## src/rtl/timer_apb_slave.sv

```systemverilog
// APB register block for the 8-bit timer: TDR, TCR and W1C TSR.
// Drives counter control fields and latches overflow/underflow events.
module timer_apb_slave #(
  parameter int WAIT_STATES = 0,
  parameter int ADDR_W      = 8
) (
  input  logic              pclk,
  input  logic              preset,
  input  logic              psel,
  input  logic              penable,
  input  logic              pwrite,
  input  logic [ADDR_W-1:0] paddr,
  input  logic [7:0]        pwdata,
  output logic [7:0]        prdata,
  output logic              pready,
  output logic              pslverr,
  output logic [7:0]        tdr_o,
  output logic              load_o,
  output logic              up_dw_o,
  output logic              en_o,
  output logic [1:0]        cks_o,
  input  logic              ovf_set_i,
  input  logic              udf_set_i
);

  localparam logic [2:0] WAIT_CNT = 3'(WAIT_STATES);
  localparam logic [7:0] TCR_MASK = 8'hB3;

  typedef enum logic [1:0] {
    IDLE   = 2'd0,
    ACCESS = 2'd1
  } state_t;

  state_t      state;
  state_t      state_nx;
  logic [2:0]  wcnt;
  logic [7:0]  tdr;
  logic [7:0]  tcr;
  logic [1:0]  tsr;
  logic [7:0]  rd_mux;
  logic [1:0]  tsr_clr;
  logic [1:0]  tsr_set;
  logic        wait_hit;
  logic        addr_ok;
  logic        sel_tdr;
  logic        sel_tcr;
  logic        sel_tsr;
  logic        wr_en;

  assign wait_hit = (wcnt == WAIT_CNT);
  assign sel_tdr  = (paddr == ADDR_W'(0));
  assign sel_tcr  = (paddr == ADDR_W'(1));
  assign sel_tsr  = (paddr == ADDR_W'(2));
  assign addr_ok  = sel_tdr | sel_tcr | sel_tsr;
  assign wr_en    = pready & pwrite & addr_ok;

  // IDLE doubles as the bus SETUP cycle; ACCESS holds until the wait count is met.
  always_ff @(posedge pclk or posedge preset) begin
    if (preset) state <= IDLE;
    else        state <= state_nx;
  end

  always_comb begin
    state_nx = state;
    unique case (state)
      IDLE: begin
        if (psel && !penable) state_nx = ACCESS;
      end
      ACCESS: begin
        if (!psel)                             state_nx = IDLE;
        else if (penable && wait_hit)          state_nx = IDLE;
      end
      default: state_nx = IDLE;
    endcase
  end

  always_comb begin
    pready  = (state == ACCESS) && psel && penable && wait_hit;
    pslverr = pready && !addr_ok;
    prdata  = (pready && !pwrite && addr_ok) ? rd_mux : 8'h00;
  end

  always_ff @(posedge pclk or posedge preset) begin
    if (preset)                              wcnt <= 3'd0;
    else if (state != ACCESS)                wcnt <= 3'd0;
    else if (psel && penable && !wait_hit)   wcnt <= wcnt + 3'd1;
  end

  always_comb begin
    rd_mux = 8'h00;
    unique case (1'b1)
      sel_tdr: rd_mux = tdr;
      sel_tcr: rd_mux = tcr;
      sel_tsr: rd_mux = {6'd0, tsr};
      default: rd_mux = 8'h00;
    endcase
  end

  // Event set dominates a same-cycle W1C of the same bit.
  assign tsr_clr = (wr_en && sel_tsr) ? pwdata[1:0] : 2'b00;
  assign tsr_set = {udf_set_i, ovf_set_i};

  always_ff @(posedge pclk or posedge preset) begin
    if (preset) begin
      tdr <= 8'h00;
      tcr <= 8'h00;
      tsr <= 2'b00;
    end else begin
      if (wr_en && sel_tdr) tdr <= pwdata;
      if (wr_en && sel_tcr) tcr <= pwdata & TCR_MASK;
      tsr <= (tsr & ~tsr_clr) | tsr_set;
    end
  end

  assign tdr_o   = tdr;
  assign load_o  = tcr[7];
  assign up_dw_o = tcr[5];
  assign en_o    = tcr[4];
  assign cks_o   = tcr[1:0];

endmodule

```

## config.mk

```make
export PLATFORM = sky130hd
export DESIGN_NAME = timer_apb_slave
export DESIGN_NICKNAME = d
export VERILOG_FILES = /design/src/rtl/timer_apb_slave.sv
export SDC_FILE = /design/constraint.sdc
export NUM_CORES = 1
export LEC_CHECK = 0
export CELL_PAD_IN_SITES_DETAIL_PLACEMENT = 1
export CELL_PAD_IN_SITES_GLOBAL_PLACEMENT = 1
export CORE_MARGIN = 2
export CORE_UTILIZATION = 28
export DETAILED_ROUTE_END_ITERATION = 10
export PLACE_DENSITY_LB_ADDON = 0.1
export SYNTH_ARGS = -nofsm -noshare
export SYNTH_HDL_FRONTEND = slang
export SYNTH_SLANG_ARGS = --single-unit
```

## constraint.sdc

```tcl
create_clock -name pclk -period 1.75 [get_ports pclk]
set_clock_uncertainty 0.1 [all_clocks]
set_input_delay 0.175 -clock pclk [delete_from_list [all_inputs] [get_ports pclk]]
set_output_delay 0.175 -clock pclk [all_outputs]
set_load 0.02 [all_outputs]
```

# Word level (Yosys, flattened, before mapping)
# Cells that the tools add are included.
# Widths: inputs -> output; s select.
dict set report word_totals {
  reg_bits 20
  inputBits 23
  output_inout_bits 23
  wordCells 50
}
dict set report classes {
  add_sub_neg 1
  eq_ne 6
  n_mux 9
  bitwise 7
  n_reduce_logical 22
}
# cell count
set ops {}
lappend ops {{$pmux 8 s3} 1}
lappend ops {{$logic_and 1x1->1} 13}
lappend ops {{$eq 8x1->1 const B} 1}
lappend ops {{$eq 8x2->1 const B} 1}
lappend ops {{$logic_not 8->1} 1}
lappend ops {{$mux 2} 4}
lappend ops {{$mux 8} 1}
lappend ops {{$mux 3} 2}
lappend ops {{$logic_not 1->1} 4}
lappend ops {{$pmux 2 s2} 1}
lappend ops {{$add 3x1->3 const B} 1}
lappend ops {{$logic_not 3->1} 1}
lappend ops {{$ne 3x3->1 const B} 1}
lappend ops {{$and 1x1->1} 2}
lappend ops {{$and 2x2->2} 1}
lappend ops {{$eq 2x1->1 const B} 1}
lappend ops {{$logic_not 2->1} 1}
lappend ops {{$ne 2x1->1 const B} 1}
lappend ops {{$ne 2x2->1 const B} 1}
lappend ops {{$not 2->2} 1}
lappend ops {{$or 1x1->1} 2}
lappend ops {{$or 2x2->2} 1}
lappend ops {{$reduce_and 2->1} 1}
lappend ops {{$reduce_bool 2->1} 1}

# Logic depth before layout (Yosys ltp)
# Gate-level depths: netlist of the first run.
dict set report depth {
  depth_word 11
  mapped_depth 6
  depth_no_buf 5
}

# Worst setup path before layout of the first run
# OpenSTA, ideal clock, no wires.
dict set report synth_timing {
  kind {reg2out}
  from {reg wcnt[0]}
  to {out prdata[0]}
  t_arrival_ns 1.936
  path_slack_ns -0.461
  path_stages_with_launch 7
  cell_sequence {dfrtp_1 -> inv_1 -> ha_1 -> nand4b_1 -> or4_1 -> buf_2 -> nor3_1}
}
dict set report synth_via {
  elab_chain_cells 5
}
# item line
set synth_rtl {}
lappend synth_rtl {{start, declared} 36} ;# logic [2:0] wcnt;
lappend synth_rtl {{start signal, assigned} 86} ;# else if (psel && penable && !wait_hit) wcnt <= wcnt + 3'd1;
lappend synth_rtl {{$logic_not 3->1} 50} ;# assign wait_hit = (wcnt == WAIT_CNT);
lappend synth_rtl {{$logic_and 1x1->1} 78} ;# pready = (state == ACCESS) && psel && penable && wait_hit;
lappend synth_rtl {{$logic_and 1x1->1 (2 in series)} 80} ;# prdata = (pready && !pwrite && addr_ok) ? rd_mux : 8'h00;
lappend synth_rtl {{$mux 8} 80}
lappend synth_rtl {{end, declared} 14} ;# output logic [7:0] prdata,
# Every way passes these cells.

# Worst setup path in the final report of the first run
dict set report layout_timing {
  from {reg wcnt[1]}
  to {out prdata[3]}
}
# The elaborated chain is that of the path after synthesis.

==> results of run 1 <==
==> flip-flops by register name, indices dropped and copies added, names as in the netlist <==
| name | flops |
|---|---|
| tsr | 2 |
| state | 1 |
| wcnt | 3 |
| tdr_o | 8 |
| tcr | 5 |
==> area by class of cell <==
class | count | area, um2
clock buffers | 3 | 41.3
clock inverters | 1 | 5.00
fillers | 399 | 1690
inverters | 7 | 26.3
multi-input cells | 67 | 731
flip-flops and latches | 19 | 475
well taps | 48 | 60.1
repair buffers | 71 | 683
==> power by group through the flow <==
stage                     logic [W]  clock network (W)  registers, W
after CTS                  0.000159           0.000324      0.000443
after global routing       0.000168           0.000344      0.000443
after global placement     0.000145                  0      0.000451
after floorplan           0.0000513                  0      0.000453
final                      0.000157           0.000314      0.000443
after detailed placement   0.000149                  0      0.000451
==> worst max-delay path by stage <==
stage | cells after the start | from | endpoint | slack (ns)
after floorplan | 6 | wcnt[0] | prdata[4] | -0.26
after detailed placement | 6 | paddr[6] | prdata[3] | -1.14
after global placement | 6 | paddr[6] | prdata[0] | -1.12
after global routing | 7 | wcnt[1] | prdata[2] | -0.50
after CTS | 7 | wcnt[0] | prdata[3] | -0.48
final | 7 | wcnt[1] | prdata[3] | -0.43
==> kinds of logic after synthesis <==
| logic type | count (synthesis) | share of synthesized area [%] |
|---|---|---|
| flops | 19 | 43.2 |
| fa+ha+maj | 2 | 2.27 |
| buf+inv | 12 | 4.89 |
| compound gates | 10 | 5.45 |
| mux | 19 | 20.5 |
| simple gates | 36 | 23.8 |
==> through the flow <==
stage          std cells  setup WS [ns]  util, %  power (W)  hold WS (ns)
6_report             216         -0.433     54.4   0.000914         0.141
5_1_grt              216         -0.496     54.4   0.000955         0.165
4_1_cts              215         -0.482     53.6   0.000925         0.150
3_5_place_dp         208          -1.14     50.3   0.000601         0.408
3_3_place_gp         208          -1.12     50.3   0.000597         0.401
2_1_floorplan         98         -0.255        -   0.000504        0.0261
==> worst register-to-register path: cells and delay by family, from the launching register on <==
kind / cells / cell delay (ns)
simple gates: 2 / 0.73
flops: 1 / 0.40
mux: 1 / 0.33
buf+inv: 2 / 0.16
fa+ha+maj: 1 / 0.14
==> repair_timing <==
| item | 4_1_cts | 5_1_grt |
|---|---|---|
| resized for setup | 77 | 7 |
| setup endpoints to repair | 23 | 26 |
| buffers inserted | 5 | 3 |
| hold endpoints to repair | 0 | 0 |
| pin swaps | 6 | 5 |
==> layer usage <==
layer  up-vias  global-route usage [%]
li1        497                       -
met1       531                    20.1
met5         -                       0
met4         0                    6.89
met3         4                    2.03
met2        23                    33.6
==> placed cells by master (no fill, tap or decap), types with 2 or more instances in the layout <==
cell,netlist,final
clkdlybuf4s50_1,0,30
buf_4,0,24
dfrtp_1,19,19
mux2_4,5,13
buf_6,1,10
nor2_1,7,6
mux2i_1,6,6
nor3_4,0,6
nand4b_1,5,5
inv_1,7,5
nor4_4,1,4
a21oi_1,4,4
or4_4,2,3
o21ai_0,3,3
clkbuf_8,0,3
inv_2,0,2
or3_1,2,2
nor2b_1,2,2
a2bb2oi_1,2,2
clkdlybuf4s15_1,0,2
dlygate4sd2_1,0,2
buf_12,0,2
==> impl_metrics.yaml, run 1 <==
outcome:
  status: "finished with violations"
  violations: "negative setup slack"
sta:
  slew_viol_final: 0
  relSlewSlack_pct: 80.9
  fin_crit_sh_pct: 125
  period_minus_slack_ns: 2.18
  hold_viol_final: 0
  fmax_mhz: 458
  setup-violations-final: 22
  rsz0062_at_grt: "true"
  tightest_slew_ns: 0.279
  finalWorstSetupSlack_ns: -0.433
  tns_ns: -5.43
route:
  wl_met2_um: 1970
  wl_per_cell_um: 16.4
  drt_first_pass_iters: 4
  vias: 1055
  wl_um: 3540
  postRouteAntennaNets: 0
  met3_length_um: 104
  wl_met1_um: 1430
  drt-initial-drc-count: 28
  highest_layer: "met4"
  via_per_inst: 4.88
  drc_errors: 0
setup_path:
  cp_slowest_stage_delay_ns: 0.45
  path_buf_inv: 3
  r2r_slack_ns: -0.21
  rr_worst_depth: 6
  r2r-start: "wcnt[1]"
  critical_path_arrival_ns: 1.91
  worstPathMaxFanout: 8
  critical-path-top-delay-family: "simple AND/OR/NAND/NOR gates"
  path_cells: "inv_2, ha_4, nand4b_1, or4_4, buf_12, nor3_4, buf_6"
  cp-end-kind: "output port"
  crit_type: "register to output port"
  slowest_stage: "or4_4"
  r2r-end: "tcr[1]"
  cp_data_required_time_ns: 1.47
  worstSetupStartpointType: "register"
job:
  max-cap-violations: 0
finish:
  drive_above_1_share_pct: 44.0
  areaGrowthSynthToFinish_pct: 83.6
  antennaDiodeCount: 0
  design_area_mm2: 0.00202
  fin_nets: 194
global_routing:
  grt_max_degree: 20
  grt_pass1_vias: 1205
  antenna_found_initial: 0
  grt_pass1_wl_um: 5850
  grtUsageTotal_pct: 17.8
  overflow: 0
power_and_ir_drop:
  switching_share_pct: 25.3
  pwr-share-comb_pct: 17.2
  p_seq_share_pct: 48.5
  p_switching_w: 0.000231
  ir_worst_vdd_uv: 245
  p_clk_share_pct: 34.4
  internal-power_w: 0.000683
  pwr_density_cell_mw_per_mm2: 452
  p_leak_nw: 0.926
clock_tree:
  cts_buffers: 3
  ctsHoldBuffers: 0
  cts_root_buf: "clkbuf_8"
  clkLatencyLatePin_ns: 0.25
  htree_levels: 1
  clockBufferDepth: 2
  clk_pin_slew_ns: 0.08
  clock-sinks: 19
  cts_tree: "yes"
die:
  ioPinCount: 46
  row_count: 22
  die_h_um: 66.7
  coreArea_mm2: 0.00372
  initial_core_util_pct: 29.6
  die-area_mm2: 0.00445
  die-width_um: 66.7
place:
  place_congestion: 0.811
  hpwl_um: 2680
  post_dp_cell_area_mm2: 0.00187
  port_buffers: 45
yosys:
  syn_area_mm2: 0.00110
  synth.avg_cell_area_um2: 11.2
  synth-main-ff-cell: "dfrtp_1"
  synth_seq_area_share_pct: 43.2
  synth_edf_count: 0
  synth_top_cells_by_count: "dfrtp_1 (19), inv_1 (7), mux2_2 (7), nor2_1 (7)"
  ys_seq_elements: 19
  async_reset_ff_share_pct: 100
  synth_top_area_share_pct: 43.2
  synthTopCellsByArea: "dfrtp_1 (43%), mux2_2 (7.2%), mux2_4 (6.8%), mux2i_1 (5.5%), nand4b_1 (4.0%)"
  synth_top_area_cell: "dfrtp_1"
  synth_fp_nets: 123
  ys_warn_count: 0
  yosysMostFrequentCell: "dfrtp_1"
  syn-instance-count: 98
  synth.distinct_cells: 30
hold_path:
  min_path_type: "input port to asynchronous set/reset pin"
Note: power is estimated with default switching activity, not from simulation.
==> run 2, diff against run 1 <==
- CORE_MARGIN: 2 -> not set
- SKIP_LAST_GASP: not set -> 1
==> impl_metrics.yaml, run 2 (synthesized netlist as in run 1, its figures left out) <==
sta:
  fmax_mhz: 445
  rsz0062_at_grt: "true"
  tns_ns: -8.06
  tightest_slew_ns: 0.432
  period_minus_slack_ns: 2.25
  fin_crit_sh_pct: 128
  hold_viol_final: 0
  setup-violations-final: 23
  relSlewSlack_pct: 71.0
  slew_viol_final: 0
  finalWorstSetupSlack_ns: -0.497
  hold_ws_ns: 0.143
place:
  hpwl_um: 2540
  dp_cells: 208
  port_buffers: 45
  place_congestion: 0.803
setup_path:
  r2r_slack_ns: -0.32
  worstPathMaxFanout: 8
  critical_path_arrival_ns: 1.97
  cp-end-kind: "output port"
  cp_slowest_stage_delay_ns: 0.45
  slowest_stage: "or4_4"
  path_cells: "inv_1, ha_2, nand4b_1, or4_4, buf_12, nor3_4, buf_6"
  critical_path.endpoint: "prdata[2]"
  crit_type: "register to output port"
  r2r-start: "wcnt[1]"
  worstSetupStartpointType: "register"
  cp_data_required_time_ns: 1.47
  startpoint: "wcnt[1]"
  rr_worst_depth: 8
  r2r-end: "tcr[7]"
finish:
  multiInputGateArea_um2: 738
  areaGrowthSynthToFinish_pct: 83.9
  antennaDiodeCount: 0
  utilization_pct: 54.5
  drive_above_1_share_pct: 43.2
  final_cell_mix: "clkdlybuf4s50_1 (31), buf_4 (27), dfrtp_1 (19)"
  final_common_cell: "clkdlybuf4s50_1"
  fin_nets: 195
  fill_cells: 402
  final_cells: 217
  largest_reg_flops: 8
  regArea_um2: 475
route:
  via_per_inst: 4.81
  wl_per_cell_um: 15.5
  drc_errors: 0
  vias: 1044
  drt-initial-drc-count: 8
  drt_first_pass_iters: 4
  postRouteAntennaNets: 0
  wl_um: 3370
clock_tree:
  clk_pin_slew_ns: 0.08
  clock-sinks: 19
  cts_tree: "yes"
  cts_buffers: 3
  cts_root_buf: "clkbuf_8"
  htree_levels: 1
  clockBufferDepth: 2
  clkLatencyLatePin_ns: 0.26
power_and_ir_drop:
  switching_share_pct: 25.0
  ir_worst_vdd_uv: 389
  pwr_density_cell_mw_per_mm2: 453
  p_leak_nw: 0.929
  internal-power_w: 0.000688
  p_clk_share_pct: 34.4
  p_switching_w: 0.000230
  p_seq_share_pct: 48.3
  p_total_w: 0.000918
  pwr-share-comb_pct: 17.3
global_routing:
  antenna_found_initial: 0
  overflow: 0
  grt_max_degree: 20
  grt_pass1_vias: 1134
  grtUsageTotal_pct: 17.6
  grt_pass1_wl_um: 5510
die:
  die-area_mm2: 0.00419
  die-width_um: 64.7
  die_h_um: 64.7
  coreArea_mm2: 0.00372
  row_count: 22
  ioPinCount: 46
  initial_core_util_pct: 29.6
job:
  max-cap-violations: 0
outcome:
  status: "finished with violations"
  violations: "negative setup slack"
hold_path:
  min_path_type: "input port to asynchronous set/reset pin"
run 2: repair_timing:
item | CTS | global route
gates resized for setup | 64 | 16
pin swaps | 5 | 5
hold buffers | 0 | 0
setup endpoints to repair | 25 | 26
setup buffers | 1 | 4
hold endpoints to repair | 0 | 0
run 2: how the worst min path moves through the flow:
stage	end	cells past startpoint
after CTS	wcnt[2]	3
final	wcnt[2]	3
after floorplan	state[0]	1
after global placement	tdr_o[3]	1
after global routing	wcnt[2]	3
after detailed placement	tdr_o[3]	1
run 2: layout make-up:
class | instances | area share (%)
multi-input combinational | 67 | 36.5
clock buffer | 4 | 2.22
timing repair buffer | 72 | 33.6
inverter | 7 | 1.30
sequential | 19 | 23.5
tap | 48 | 2.97
run 2: metrics by stage:
step | worst slack, ns | instance area, um2
2_1_floorplan | -0.255 | 1220
3_3_place_gp | -1.11 | 1870
3_5_place_dp | -1.13 | 1870
4_1_cts | -0.496 | 1930
5_1_grt | -0.605 | 2020
6_report | -0.497 | 2020
run 2: power groups by stage:
| stage | Combinational (W) | Sequential, W | Clock, W |
|---|---|---|---|
| 2_1_floorplan | 0.0000513 | 0.000453 | 0 |
| 3_3_place_gp | 0.000145 | 0.000451 | 0 |
| 3_5_place_dp | 0.000149 | 0.000451 | 0 |
| 4_1_cts | 0.000146 | 0.000443 | 0.000319 |
| 5_1_grt | 0.000170 | 0.000443 | 0.000343 |
| 6_report | 0.000159 | 0.000443 | 0.000316 |
run 2: worst max-delay path, delay by kind of cell, from the launching register on:
| kind | cells | cell delay [ns] |
|---|---|---|
| fa+ha+maj | 1 | 0.18 |
| simple gates | 3 | 0.76 |
| flops | 1 | 0.39 |
| buf+inv | 3 | 0.37 |
run 2: routing by layer:
layer  track usage [%]  vias to the layer above  routed length [um]
li1                  -                      494                   -
met1              21.9                      521                1450
met2              29.9                       24                1750
met3              3.17                        5                 119
met4              6.67                        0                  44
met5                 0                        -                   0
==> run 3, diff against run 2 <==
- CORE_ASPECT_RATIO: not set -> 1.75
- SKIP_CTS_REPAIR_TIMING: not set -> 1
==> impl_metrics.yaml, run 3 (synthesized netlist as in run 1, its figures left out) <==
outcome:
  status: "finished with violations"
  violations: "negative setup slack"
global_routing:
  grt_max_degree: 20
  top_usage_layer: "met2"
  grtUsageTotal_pct: 17.1
  antenna_found_initial: 0
  overflow: 0
  grt_pass1_wl_um: 5520
  grt_pass1_vias: 1165
  grtUsageMet3_pct: 2.15
  gr-usage-met1_pct: 18.8
  use_met2_pct: 32.4
power_and_ir_drop:
  switching_share_pct: 25.4
  ir_worst_vdd_uv: 288
  p_switching_w: 0.000236
  pwr-share-comb_pct: 17.8
  internal-power_w: 0.000692
  p_total_w: 0.000928
  p_clk_share_pct: 34.5
  p_leak_nw: 0.956
  pwr_density_cell_mw_per_mm2: 450
  p_seq_share_pct: 47.8
clock_tree:
  htree_levels: 1
  cts_root_buf: "clkbuf_8"
  clk_pin_slew_ns: 0.08
  clockBufferDepth: 2
  clock-sinks: 19
  clkLatencyLatePin_ns: 0.26
  cts_buffers: 3
  cts_tree: "yes"
finish:
  multiInputGateArea_um2: 727
  drive_above_1_share_pct: 47.4
  utilization_pct: 55.7
  design_area_mm2: 0.00206
  antennaDiodeCount: 0
  largest_reg_flops: 8
  regArea_um2: 475
  final_common_cell: "clkdlybuf4s50_1"
  fin_nets: 201
  areaGrowthSynthToFinish_pct: 87.3
  final_cells: 221
  final_cell_mix: "clkdlybuf4s50_1 (31), buf_4 (30), dfrtp_1 (19)"
  fill_cells: 414
setup_path:
  rr_worst_depth: 9
  crit_type: "register to output port"
  r2r-end: "tdr_o[1]"
  worstSetupStartpointType: "register"
  worstPathMaxFanout: 8
  r2r-start: "wcnt[1]"
  cp-end-kind: "output port"
  critical_path_arrival_ns: 1.97
  cp_data_required_time_ns: 1.47
  r2r_slack_ns: -0.42
place:
  post_dp_cell_area_mm2: 0.00190
  hpwl_um: 2560
  dp_cells: 210
  place_congestion: 0.775
  port_buffers: 45
die:
  die-width_um: 49.4
  die-area_mm2: 0.00420
  die_h_um: 85.0
  coreArea_mm2: 0.00370
  row_count: 29
  initial_core_util_pct: 29.7
  ioPinCount: 46
route:
  postRouteAntennaNets: 0
  vias: 1053
  via_per_inst: 4.76
  wl_um: 3480
  drt_first_pass_iters: 3
  drc_errors: 0
  wl_per_cell_um: 15.7
  drt-initial-drc-count: 10
sta:
  tns_ns: -8.88
  slew_viol_final: 0
  setup-violations-final: 23
  rsz0062_at_grt: "true"
  hold_viol_final: 0
  finalWorstSetupSlack_ns: -0.496
  fin_crit_sh_pct: 128
  period_minus_slack_ns: 2.25
  fmax_mhz: 445
  relSlewSlack_pct: 80.4
  tightest_slew_ns: 0.287
job:
  max-cap-violations: 0
hold_path:
  min_path_type: "input port to asynchronous set/reset pin"
[run 3: cell count changes in the layout (fill, tap and decap cells not counted), sizes merged]
cell           before  now
buf                37   43
dlymetal6s2s        0    1
dlygate4sd2         3    0
clkdlybuf4s15       1    0
clkinvlp            0    1
clkbuf              4    6
[run 3: layout make-up]
| class | instances | share of cell area [%] |
|---|---|---|
| tap | 46 | 2.79 |
| inverter | 7 | 1.27 |
| clock buffer | 3 | 2.00 |
| timing repair buffer | 78 | 35.3 |
| clock inverter | 1 | 0.364 |
| sequential | 19 | 23.1 |
| multi-input combinational | 67 | 35.3 |
[run 3: metrics by stage]
| step | hold WS [ns] | worst slack [ns] |
|---|---|---|
| 6_report | 0.136 | -0.496 |
| 5_1_grt | 0.195 | -0.585 |
| 4_1_cts | 0.143 | -1.16 |
| 3_5_place_dp | 0.420 | -1.14 |
| 3_3_place_gp | 0.400 | -1.12 |
| 2_1_floorplan | 0.0261 | -0.255 |
[run 3: critical path, cell delays in order (launching register included)]
cell and delay (ns):
dfrtp_1 0.39, inv_1 0.06, ha_2 0.18, nand4b_1 0.12, or4_4 0.45, buf_12 0.17, nor3_4 0.19, buf_6 0.14
[run 3: how the worst max path moves through the flow]
stage | from | cells after the start | endpoint
2_1_floorplan | wcnt[0] | 6 | prdata[4]
3_3_place_gp | paddr[6] | 6 | prdata[7]
3_5_place_dp | paddr[6] | 6 | prdata[3]
4_1_cts | paddr[6] | 6 | prdata[3]
5_1_grt | wcnt[0] | 7 | prdata[7]
6_report | wcnt[1] | 7 | prdata[3]
[run 3: layer usage]
layer	wire, um	part of all wire (%)	up-vias
met5	0	0	-
met3	129	3.7	6
met4	61	1.8	0
met2	1950	56	32
met1	1340	38	507
li1	-	-	508
[run 3: power by group through the flow]
stage	logic, W	registers [W]	clock network, W
final	0.000165	0.000443	0.000320
after global routing	0.000177	0.000443	0.000346
after CTS	0.000150	0.000443	0.000329
after detailed placement	0.000149	0.000452	0
after global placement	0.000147	0.000452	0
after floorplan	0.0000513	0.000453	0
